[config.mk]
export PLATFORM = sky130hd
export DESIGN_NAME = mmio_bridge
export DESIGN_NICKNAME = d
export VERILOG_FILES = /design/src/rtl/mmio_pkg.sv /design/src/rtl/btn_debounce.sv /design/src/rtl/mmio_bridge.sv
export SDC_FILE = /design/constraint.sdc
export NUM_CORES = 1
export LEC_CHECK = 0
export ABC_CLOCK_PERIOD_IN_PS = 9500
export CAP_MARGIN = 25
export CORE_MARGIN = 2
export CORE_UTILIZATION = 30
export CTS_CLUSTER_SIZE = 16
export DETAILED_ROUTE_END_ITERATION = 10
export DONT_BUFFER_PORTS = 1
export PLACE_DENSITY = 0.53
export SLEW_MARGIN = 5
export SYNTH_ARGS = -nofsm -noshare
export SYNTH_HDL_FRONTEND = slang
export SYNTH_SLANG_ARGS = --single-unit
[constraint.sdc]
create_clock -name clock -period 9.5 [get_ports clock]
set_input_delay 2.85 -clock clock [delete_from_list [all_inputs] [get_ports clock]]
set_output_delay 2.85 -clock clock [all_outputs]
set_load 0.01 [all_outputs]
[src/rtl/mmio_pkg.sv]
// Shared definitions for the MMIO bridge: I/O register offsets and read-source tags.
package mmio_pkg;

  localparam logic [3:0] LED_OFF        = 4'h0;
  localparam logic [3:0] BTN_STATE_OFF  = 4'h1;
  localparam logic [3:0] BTN_EDGE_OFF   = 4'h2;
  localparam logic [3:0] CYCLE_OFF      = 4'h3;
  localparam logic [3:0] TIMER_OFF      = 4'h4;
  localparam logic [3:0] TIMER_CTRL_OFF = 4'h5;

  typedef enum logic [1:0] {RD_RAM, RD_IO, RD_NONE} rd_src_e;

endpackage

[src/rtl/btn_debounce.sv]
// One-button debouncer: 2-flop synchronizer followed by a stability counter.
module btn_debounce #(
  parameter int DEBOUNCE_CYCLES = 750000
) (
  input  logic clock,
  input  logic reset,
  input  logic din,
  output logic dout
);

  localparam int CW = $clog2(DEBOUNCE_CYCLES + 1);

  logic [1:0]    sync;
  logic [CW-1:0] cnt;

  // Counter only runs while the synchronized level differs from the accepted one.
  always_ff @(posedge clock or posedge reset) begin
    if (reset) begin
      sync <= '0;
      cnt  <= '0;
      dout <= 1'b0;
    end else begin
      sync <= {sync[0], din};
      if (sync[1] == dout) begin
        cnt <= '0;
      end else if (cnt == CW'(DEBOUNCE_CYCLES - 1)) begin
        dout <= sync[1];
        cnt  <= '0;
      end else begin
        cnt <= cnt + 1'b1;
      end
    end
  end

endmodule

[src/rtl/mmio_bridge.sv]
// Data-port bridge: decodes RAM / 16-word I/O window / unmapped, uniform 1-cycle reads.
// Define MMIO_TIMER_EN to build the down-counter timer and its interrupt.
module mmio_bridge
  import mmio_pkg::*;
#(
  parameter int          DATA_W          = 32,
  parameter int          ADDR_W          = 12,
  parameter logic [31:0] IO_BASE         = 32'h0000_F000,
  parameter int          LED_W           = 16,
  parameter int          BTN_W           = 4,
  parameter int          DEBOUNCE_CYCLES = 750000
) (
  input  logic              clock,
  input  logic              reset,
  input  logic              cpu_wren,
  input  logic [31:0]       cpu_addr,
  input  logic [DATA_W-1:0] cpu_wdata,
  output logic [DATA_W-1:0] cpu_rdata,
  output logic              ram_wen,
  output logic [ADDR_W-1:0] ram_addr,
  output logic [DATA_W-1:0] ram_wdata,
  input  logic [DATA_W-1:0] ram_rdata,
  input  logic [BTN_W-1:0]  btn_in,
  output logic [LED_W-1:0]  led_out,
  output logic              irq_out
);

  logic              ram_sel, io_sel, io_wr;
  logic [3:0]        off;
  logic [BTN_W-1:0]  btn_state, btn_prev, btn_edge, btn_clr;
  logic [31:0]       cycle_cnt;
  logic [DATA_W-1:0] io_rdata, io_rdata_q;
  rd_src_e           rd_src;

  assign ram_sel   = (cpu_addr >> ADDR_W) == 32'd0;
  assign io_sel    = cpu_addr[31:4] == IO_BASE[31:4];
  assign io_wr     = cpu_wren & io_sel;
  assign off       = cpu_addr[3:0];
  assign ram_wen   = cpu_wren & ram_sel;
  assign ram_addr  = cpu_addr[ADDR_W-1:0];
  assign ram_wdata = cpu_wdata;
  assign btn_clr   = (io_wr && off == BTN_EDGE_OFF) ? cpu_wdata[BTN_W-1:0] : '0;

  for (genvar g = 0; g < BTN_W; g++) begin : g_btn
    btn_debounce #(.DEBOUNCE_CYCLES(DEBOUNCE_CYCLES)) u_db (
      .clock (clock),
      .reset (reset),
      .din   (btn_in[g]),
      .dout  (btn_state[g])
    );
  end

`ifdef MMIO_TIMER_EN
  logic [31:0] timer;
  logic        expired, timer_ld, expire;

  assign timer_ld = io_wr && off == TIMER_OFF;
  // A load on the edge the count would hit zero cancels that expiry.
  assign expire   = (timer == 32'd1) && !timer_ld;
  assign irq_out  = expired;

  always_ff @(posedge clock or posedge reset) begin
    if (reset) begin
      timer   <= '0;
      expired <= 1'b0;
    end else begin
      if (timer_ld)               timer <= 32'(cpu_wdata);
      else if (timer != 32'd0)    timer <= timer - 32'd1;
      if (expire)                 expired <= 1'b1;
      else if (io_wr && off == TIMER_CTRL_OFF && cpu_wdata[0]) expired <= 1'b0;
    end
  end
`else
  assign irq_out = 1'b0;
`endif

  always_comb begin
    io_rdata = '0;
    case (off)
      LED_OFF:        io_rdata[LED_W-1:0] = led_out;
      BTN_STATE_OFF:  io_rdata[BTN_W-1:0] = btn_state;
      BTN_EDGE_OFF:   io_rdata[BTN_W-1:0] = btn_edge;
      CYCLE_OFF:      io_rdata = DATA_W'(cycle_cnt);
`ifdef MMIO_TIMER_EN
      TIMER_OFF:      io_rdata = DATA_W'(timer);
      TIMER_CTRL_OFF: io_rdata[0] = expired;
`endif
      default:        io_rdata = '0;
    endcase
  end

  // Read value is captured from pre-edge state, so same-edge stores are not visible yet.
  always_ff @(posedge clock or posedge reset) begin
    if (reset) begin
      led_out    <= '0;
      btn_prev   <= '0;
      btn_edge   <= '0;
      cycle_cnt  <= '0;
      io_rdata_q <= '0;
      rd_src     <= RD_NONE;
    end else begin
      cycle_cnt  <= cycle_cnt + 32'd1;
      btn_prev   <= btn_state;
      btn_edge   <= (btn_edge & ~btn_clr) | (btn_state & ~btn_prev);
      io_rdata_q <= io_rdata;
      rd_src     <= ram_sel ? RD_RAM : (io_sel ? RD_IO : RD_NONE);
      if (io_wr && off == LED_OFF) led_out <= cpu_wdata[LED_W-1:0];
    end
  end

  always_comb begin
    case (rd_src)
      RD_RAM:  cpu_rdata = ram_rdata;
      RD_IO:   cpu_rdata = io_rdata_q;
      default: cpu_rdata = '0;
    endcase
  end

endmodule

Yosys cells after proc, flatten, opt, wreduce, memory -nomap -nowiden
Index checks and enable logic that the tools add are counted.

Add/sub/neg operators: 5. Multiply operators: 0. Equality and inequality tests: 13. Order comparisons: 0. Shift operators: 0. Mux-type cells: 15. Reduce and logical (&&, ||, !) cells: 9. Divide/modulo/power cells: 0. Bitwise logic cells: 11.

Operators with widths (number): $mux W20 (8); $add A20 B1 Y20 const B (4); $eq A20 B20 Y1 const B (4); $pmux W32 S2 (1); $add A32 B1 Y32 const B (1); $logic_not A32 Y1 (1); $eq A28 B12 Y1 const B (1); $pmux W12 S2 (1); $mux W16 (1); $pmux W4 S4 (1); $and A4 B4 Y4 (2); $eq A4 B2 Y1 const B (2); $not A4 Y4 (2); $reduce_and A2 Y1 (4); $eq A1 B1 Y1 (4); $eq A4 B1 Y1 const B (1); $logic_not A4 Y1 (1); $mux W2 (2); $mux W4 (1); $not A1 Y1 (4); $or A4 B4 Y4 (1); $and A1 B1 Y1 (2); $eq A2 B1 Y1 const B (1); $logic_and A1 B1 Y1 (2); $logic_not A2 Y1 (1).

Word-level logic and storage cells: 71. Bits in writable memories: 0. Output and inout port bits: 94. Memories: 0. Latch bits: 0. Input port bits: 103. ROM bits: 0. Flip-flop bits (word level): 182.

Longest topological paths before layout
Gate-level depths: netlist of run 1.

Word-level depth: 7. Mapped depth: 6. Mapped depth without buffers: 5.

Modules after synthesis
Synthesis of run 1 repeated with hierarchy kept, for this count alone.

Cells, all modules: 847. Area, all modules: 8934.8 µm².

Modules (own cells, without submodules): btn_debounce (cells an instance 112, seq. area each 575.6 µm², area an instance 1122.3 µm², instances 4); mmio_bridge (cells an instance 399, seq. area each 2253.4 µm², area an instance 4445.5 µm², instances 1).

Least setup slack after synthesis of run 1
Ideal clock, no wire load.

Path kind: input to output. From: input port cpu_addr[26]. To: output port ram_wen. Cell stages on the path: 3. Data required time: 6.650 ns. Path buffers: 0. Data arrival time: 3.788 ns. Slack: 2.862 ns. Cells stage by stage: nor4_1 -> nand4_1 -> nor3_1.

Cells in the longest elaborated chain, start to end: 2.

Ends and longest elaborated chain: from (decl) (line mmio_bridge.sv:16) `input logic [31:0] cpu_addr,`; $logic_not A32 Y1 (line mmio_bridge.sv:35) `assign ram_sel = (cpu_addr >> ADDR_W) == 32'd0;`; $and A1 B1 Y1 (line mmio_bridge.sv:39) `assign ram_wen = cpu_wren & ram_sel;`; to (decl) (line mmio_bridge.sv:19) `output logic ram_wen,`.

Every way passes these cells.

Final worst setup path of run 1
From: input port cpu_addr[17]. To: output port ram_wen.

Same word-level chain as after synthesis.

==> flow_summary.json, run 1 <==
{
  "dp_hpwl_um": 13000,
  "placement_rows": 62,
  "buffer_ports.inserted": 0,
  "crit_path_start_kind": "input pin",
  "finish.net_count": 890,
  "synth_top_family_by_area": "simple AND/OR/NAND/NOR gates",
  "place.detailed.instances": 1147,
  "synth_compound_area_frac": 0.0483,
  "syn_avg_cell_area_um2": 10.6,
  "globalRoute.totalOverflow": 0,
  "sequential_cell_area_fraction_in_the_yosys_report": 0.521,
  "tritoncts": "done",
  "cts.sink_count": 182,
  "total_leakage_power_nw": 3.80,
  "critPathCaptureType": "output port",
  "post_cts.repair.setup_buffers": 0,
  "vias_per_cell": 4.80,
  "layoutNonFillerInstCount": 1179,
  "synth-seq-cells": 182,
  "h-tree-depth": 4,
  "yosys_most_used_dff": "dfrtp_1",
  "worst_slack_ns": 2.35,
  "antenna_left": 0,
  "post_synth_instance_area_mm2": 0.00875,
  "syn-num-nets": 937,
  "antenna_cells": 0,
  "top_fanout_value_on_the_critical_path": 8,
  "synth_fa_ha_area_frac": 0.00715,
  "cts_hold_repair.buffers": 0,
  "synth.lib_cells_used.distinct": 44,
  "report.final.slew_viol_count": 0,
  "multiInputGateArea_mm2": 0.00365,
  "worst_slew_margin_rel": 0.341,
  "cellPowerDensity_mw_per_mm2": 160,
  "arrival_time_reported_for_the_critical_path_endpoint_ns": 4.30,
  "yosys.area.top_type_share": 0.518,
  "worst_ir_drop_vdd_mv": 0.117,
  "post_synth_and_or_nand_nor_area_fraction": 0.202,
  "synth-edff-count": 0,
  "flow.area_growth_from_synthesis_pct": 7.76,
  "postSynthCellCount": 829,
  "drt_wl_total_um": 18300,
  "synthMostInstantiatedCell": "dfrtp_1",
  "starting_density_of_the_core": 0.305,
  "ioPinCount": 197,
  "outcome": "complete, no violations",
  "yosysTopAreaCell": "dfrtp_1",
  "grt_first_pass_wirelength_um": 29800,
  "wl_per_cell_um": 15.5,
  "clock-root-buffer": "clkbuf_16",
  "clk_latency_ns": 0.42,
  "core_mm2": 0.0287,
  "sequential_cell_area_mm2": 0.00456,
  "routed-via-count": 5662,
  "worst-setup-path-type": "in -> out",
  "grtUsageTotal": 0.122,
  "final_layout_size_suffix_gt1_frac": 0.0981,
  "final.min_clock_period_ns": 7.15,
  "dp_slack_ns": 2.26,
  "setup_repair_after_global_routing_missed_its_margin": "false",
  "tightestPinTransition_ns": 0.989,
  "grt_max_degree": 67,
  "maxClockFrequency_mhz": 140,
  "synth_warnings": 0,
  "final-setup-viol-count": 0,
  "num-fill-cells": 2925,
  "cts_made_buffers": 17,
  "hold_viol": 0,
  "die_area_mm2": 0.0306,
  "die_w_um": 175,
  "dieHeight_um": 175,
  "multiplexer_area_fraction_after_synthesis": 0.0726,
  "yosys.area_share.xor_xnor": 0.0851,
  "yosys-top-cells-area": "dfrtp_1, xnor2_1, nor2_1",
  "async_reset_ff_frac": 1.00,
  "drt_first_pass_iters": 4,
  "list_of_most_frequent_post_synthesis_cells": "dfrtp_1, nor2_1, xnor2_1, buf_4, nand3_1",
  "grt_antenna_before_repair": 1,
  "min_period_over_period": 0.753,
  "first_global_vias": 5594,
  "dr.first_iter.drc_count": 343,
  "report.power.total_mw": 1.51,
  "place_congestion": 0.790,
  "worst_clock_skew_ns": 0.0142,
  "clkSlewWorstSetupHoldPaths_ns": 0.06,
  "worstPathRequired_ns": 6.65,
  "timing.max_cap.violations": 0,
  "max-clock-path-buffers": 2,
  "hp-class": "reg -> reg",
  "setup-tns-final_ns": 0,
  "detail_route.drc_violations": 0,
  "ctsResizeCount": 0
}
## where the power goes
part           total (mW)  switching, mW  internal [mW]
registers           0.786        0.00506          0.781
logic              0.0421         0.0301         0.0120
clock network       0.683          0.328          0.355
## cells in the final DEF, fill, tap and decap left out, types with 8 or more instances in the layout
| cell type | n |
|---|---|
| a21oi_1 | 20 |
| a22o_1 | 12 |
| and2_1 | 22 |
| and3_1 | 10 |
| clkbuf_16 | 17 |
| dfrtp_1 | 180 |
| inv_1 | 25 |
| mux2_2 | 20 |
| mux2i_1 | 32 |
| nand2_1 | 27 |
| nand3_1 | 45 |
| nand4_1 | 27 |
| nor2_1 | 111 |
| nor3_1 | 8 |
| nor4_1 | 27 |
| o21ai_0 | 14 |
| o31ai_1 | 15 |
| or3_1 | 18 |
| or4_1 | 14 |
| xnor2_1 | 64 |
| xor2_1 | 21 |
## logic make-up (layout without fill, tap and decap cells)
logic type      after synthesis  after routing
other cells                   1              1
mux                          56             56
simple gates                334            334
compound gates               66             66
buf+inv                     100             66
fa+ha+maj                     5              5
flops                       182            182
xor+xnor                     85             85
## sequential cells by signal, indices dropped and copies added (netlist names), 4 cells and up
signal,count
btn_edge,4
led_out,16
io_rdata_q,32
cycle_cnt,32
g_btn.u_db.cnt,80
g_btn.u_db.dout,4
g_btn.u_db.sync,8
btn_prev,4
## path summary, 6_finish.rpt
kind,start,to,slack (ns),cells after the start
min in group asynchronous,reset,g_btn[3].u_db.cnt[1]$_DFF_PP0_,2.32,1
min reg2reg,g_btn[0].u_db.sync[0]$_DFF_PP0_,g_btn[0].u_db.sync[1]$_DFF_PP0_,0.36,0
max in group asynchronous,reset,cycle_cnt[9]$_DFF_PP0_,5.93,2
max,cpu_addr[17],ram_wen,2.35,3
max reg2reg,g_btn[0].u_db.cnt[0]$_DFF_PP0_,g_btn[0].u_db.cnt[7]$_DFF_PP0_,7.15,5
min,g_btn[0].u_db.sync[0]$_DFF_PP0_,g_btn[0].u_db.sync[1]$_DFF_PP0_,0.36,0
## layout make-up
| class | instances | area share |
|---|---|---|
| flip-flops and latches | 182 | 0.483 |
| multi-input cells | 547 | 0.387 |
| well taps | 384 | 0.0509 |
| clock buffers | 18 | 0.0466 |
| clock inverters | 14 | 0.0139 |
| inverters | 26 | 0.0109 |
| repair buffers | 8 | 0.00716 |
## through the flow
step | hold WS, ns | utilization | cell area, um2
after global routing | 0.364 | 0.329 | 9430
after floorplan | 0.331 | - | 8750
final | 0.357 | 0.329 | 9430
after CTS | 0.360 | 0.329 | 9430
after global placement | 0.333 | 0.308 | 8840
after detailed placement | 0.336 | 0.309 | 8860
## worst max-delay path, stage by stage
cell and delay, ns:
nor4_1 0.28, nand4_1 0.38, nor3_1 0.79
## metal layers
metal | global-route usage | wire (um)
met2 | 0.200 | 8820
met5 | 0 | 16
met1 | 0.162 | 8580
met4 | 0.0365 | 247
met3 | 0.0259 | 671
Power figures use the tool's default switching activity.
==> inputs of run 2 (changes only) <==
ABC_CLOCK_PERIOD_IN_PS = 6120   (was 9500)
PLACE_DENSITY = 0.54   (was 0.53)
clock period = 6.12 ns   (was 9.5 ns; I/O delays follow)
==> flow_summary.json, run 2 (synthesis results as in run 1) <==
{
  "placement.cell_area_mm2": 0.00885,
  "flow.area_growth_from_synthesis_pct": 8.18,
  "final_design_area_no_fill_mm2": 0.00947,
  "buffer_ports.inserted": 0,
  "clock-root-buffer": "clkbuf_16",
  "worst_ir_drop_vdd_mv": 0.184,
  "worst-setup-path-type": "in -> out",
  "grt_first_pass_wirelength_um": 29200,
  "post_cts.repair.setup_buffers": 0,
  "starting_density_of_the_core": 0.305,
  "max-clock-path-buffers": 2,
  "cts_hold_repair.buffers": 0,
  "worst_clock_skew_ns": 0.0141,
  "grtUsageTotal": 0.120,
  "final-setup-viol-count": 0,
  "most-common-layout-cells": "dfrtp_1, nor2_1, xnor2_1",
  "grt_max_degree": 183,
  "grt_antenna_before_repair": 1,
  "detail_route.drc_violations": 0,
  "setup-tns-final_ns": 0,
  "ioPinCount": 197,
  "routed-via-count": 5671,
  "cts_made_buffers": 17,
  "crit_path_start_kind": "input pin",
  "final.min_clock_period_ns": 4.82,
  "die_area_mm2": 0.0306,
  "placement_rows": 62,
  "worstPathRequired_ns": 4.28,
  "antenna_cells": 0,
  "report.final.slew_viol_count": 0,
  "outcome": "complete, no violations",
  "tritoncts": "done",
  "largest_register_ffs": 80,
  "dr.first_iter.drc_count": 320,
  "layout.cells.most_common": "dfrtp_1",
  "ctsResizeCount": 0,
  "core_mm2": 0.0287,
  "finish.net_count": 890,
  "final_core_utilization": 0.330,
  "dp_hpwl_um": 12500,
  "setup_repair_after_global_routing_missed_its_margin": "false",
  "total_leakage_power_nw": 3.81,
  "critPathCaptureType": "output port",
  "first_global_vias": 5513,
  "arrival_time_reported_for_the_critical_path_endpoint_ns": 2.98,
  "dieHeight_um": 175,
  "hp-class": "reg -> reg",
  "maxClockFrequency_mhz": 208,
  "globalRoute.totalOverflow": 0,
  "worst_slew_margin_rel": 0.298,
  "vias_per_cell": 4.81,
  "drt_first_pass_iters": 4,
  "timing.max_cap.violations": 0,
  "h-tree-depth": 4,
  "wl_per_cell_um": 15.3,
  "number_of_instances_on_the_worst_hold_path": 0,
  "final_layout_size_suffix_gt1_frac": 0.0981,
  "antenna_left": 0,
  "drt_wl_total_um": 18000,
  "cts.sink_count": 182,
  "top_fanout_value_on_the_critical_path": 8,
  "die_w_um": 175,
  "tightestPinTransition_ns": 1.05,
  "clk_latency_ns": 0.42,
  "place_congestion": 0.742,
  "reg2regPathDepth": 4,
  "clkSlewWorstSetupHoldPaths_ns": 0.07,
  "max_flop_register": "g_btn.u_db.cnt",
  "largestRegisters": "g_btn.u_db.cnt x80, cycle_cnt x32, io_rdata_q x32",
  "min_period_over_period": 0.787,
  "cellPowerDensity_mw_per_mm2": 249,
  "hold_viol": 0
}
run 2: report_power, final:
group / internal (mW) / total (mW) / switching, mW / leakage, nW
combinational: 0.0198 / 0.0658 / 0.0460 / 1.05
sequential: 1.21 / 1.22 / 0.00830 / 2.47
clock: 0.546 / 1.07 / 0.526 / 0.282
total: 1.78 / 2.36 / 0.581 / 3.81
run 2: metal layers:
layer / vias up / GRT usage / share of wire
li1: 2755 / - / -
met1: 2809 / 0.157 / 0.47
met2: 93 / 0.196 / 0.48
met3: 14 / 0.0274 / 0.032
met4: 0 / 0.0378 / 0.012
met5: - / 0 / 0
run 2: worst max-delay path, stage by stage:
cell and delay (ns):
nor4_1 0.27, nand4_1 0.37, nor3_1 0.31, buf_4 0.19
run 2: final timing paths:
check | slack [ns] | to | from
worst max-delay path | 1.30 | ram_wen | cpu_addr[17]
worst min-delay path | 0.35 | g_btn[2].u_db.sync[1]$_DFF_PP0_ | g_btn[2].u_db.sync[0]$_DFF_PP0_
worst max register to register | 3.79 | g_btn[2].u_db.cnt[3]$_DFF_PP0_ | g_btn[2].u_db.cnt[15]$_DFF_PP0_
worst min register to register | 0.35 | g_btn[2].u_db.sync[1]$_DFF_PP0_ | g_btn[2].u_db.sync[0]$_DFF_PP0_
max in group asynchronous | 3.74 | rd_src[0]$_DFF_PP0_ | reset
min in group asynchronous | 1.51 | io_rdata_q[22]$_DFF_PP0_ | reset
run 2: through the flow:
stage | total power [mW] | hold slack, ns | instances | setup slack (ns)
floorplan | 1.32 | 0.331 | 829 | 1.51
global placement | 1.31 | 0.335 | 1145 | 1.32
detailed placement | 1.31 | 0.336 | 1145 | 1.29
CTS | 2.40 | 0.353 | 1177 | 1.28
global route | 2.46 | 0.368 | 1179 | 1.18
finish | 2.36 | 0.350 | 1179 | 1.30
run 2: layout make-up:
cell class,count,area (um2)
clock buffer,17,425
clock inverter,15,151
fill,2924,19200
inverter,26,101
multi-input combinational,547,3650
sequential,182,4560
tap,384,480
timing repair buffer,8,98.8
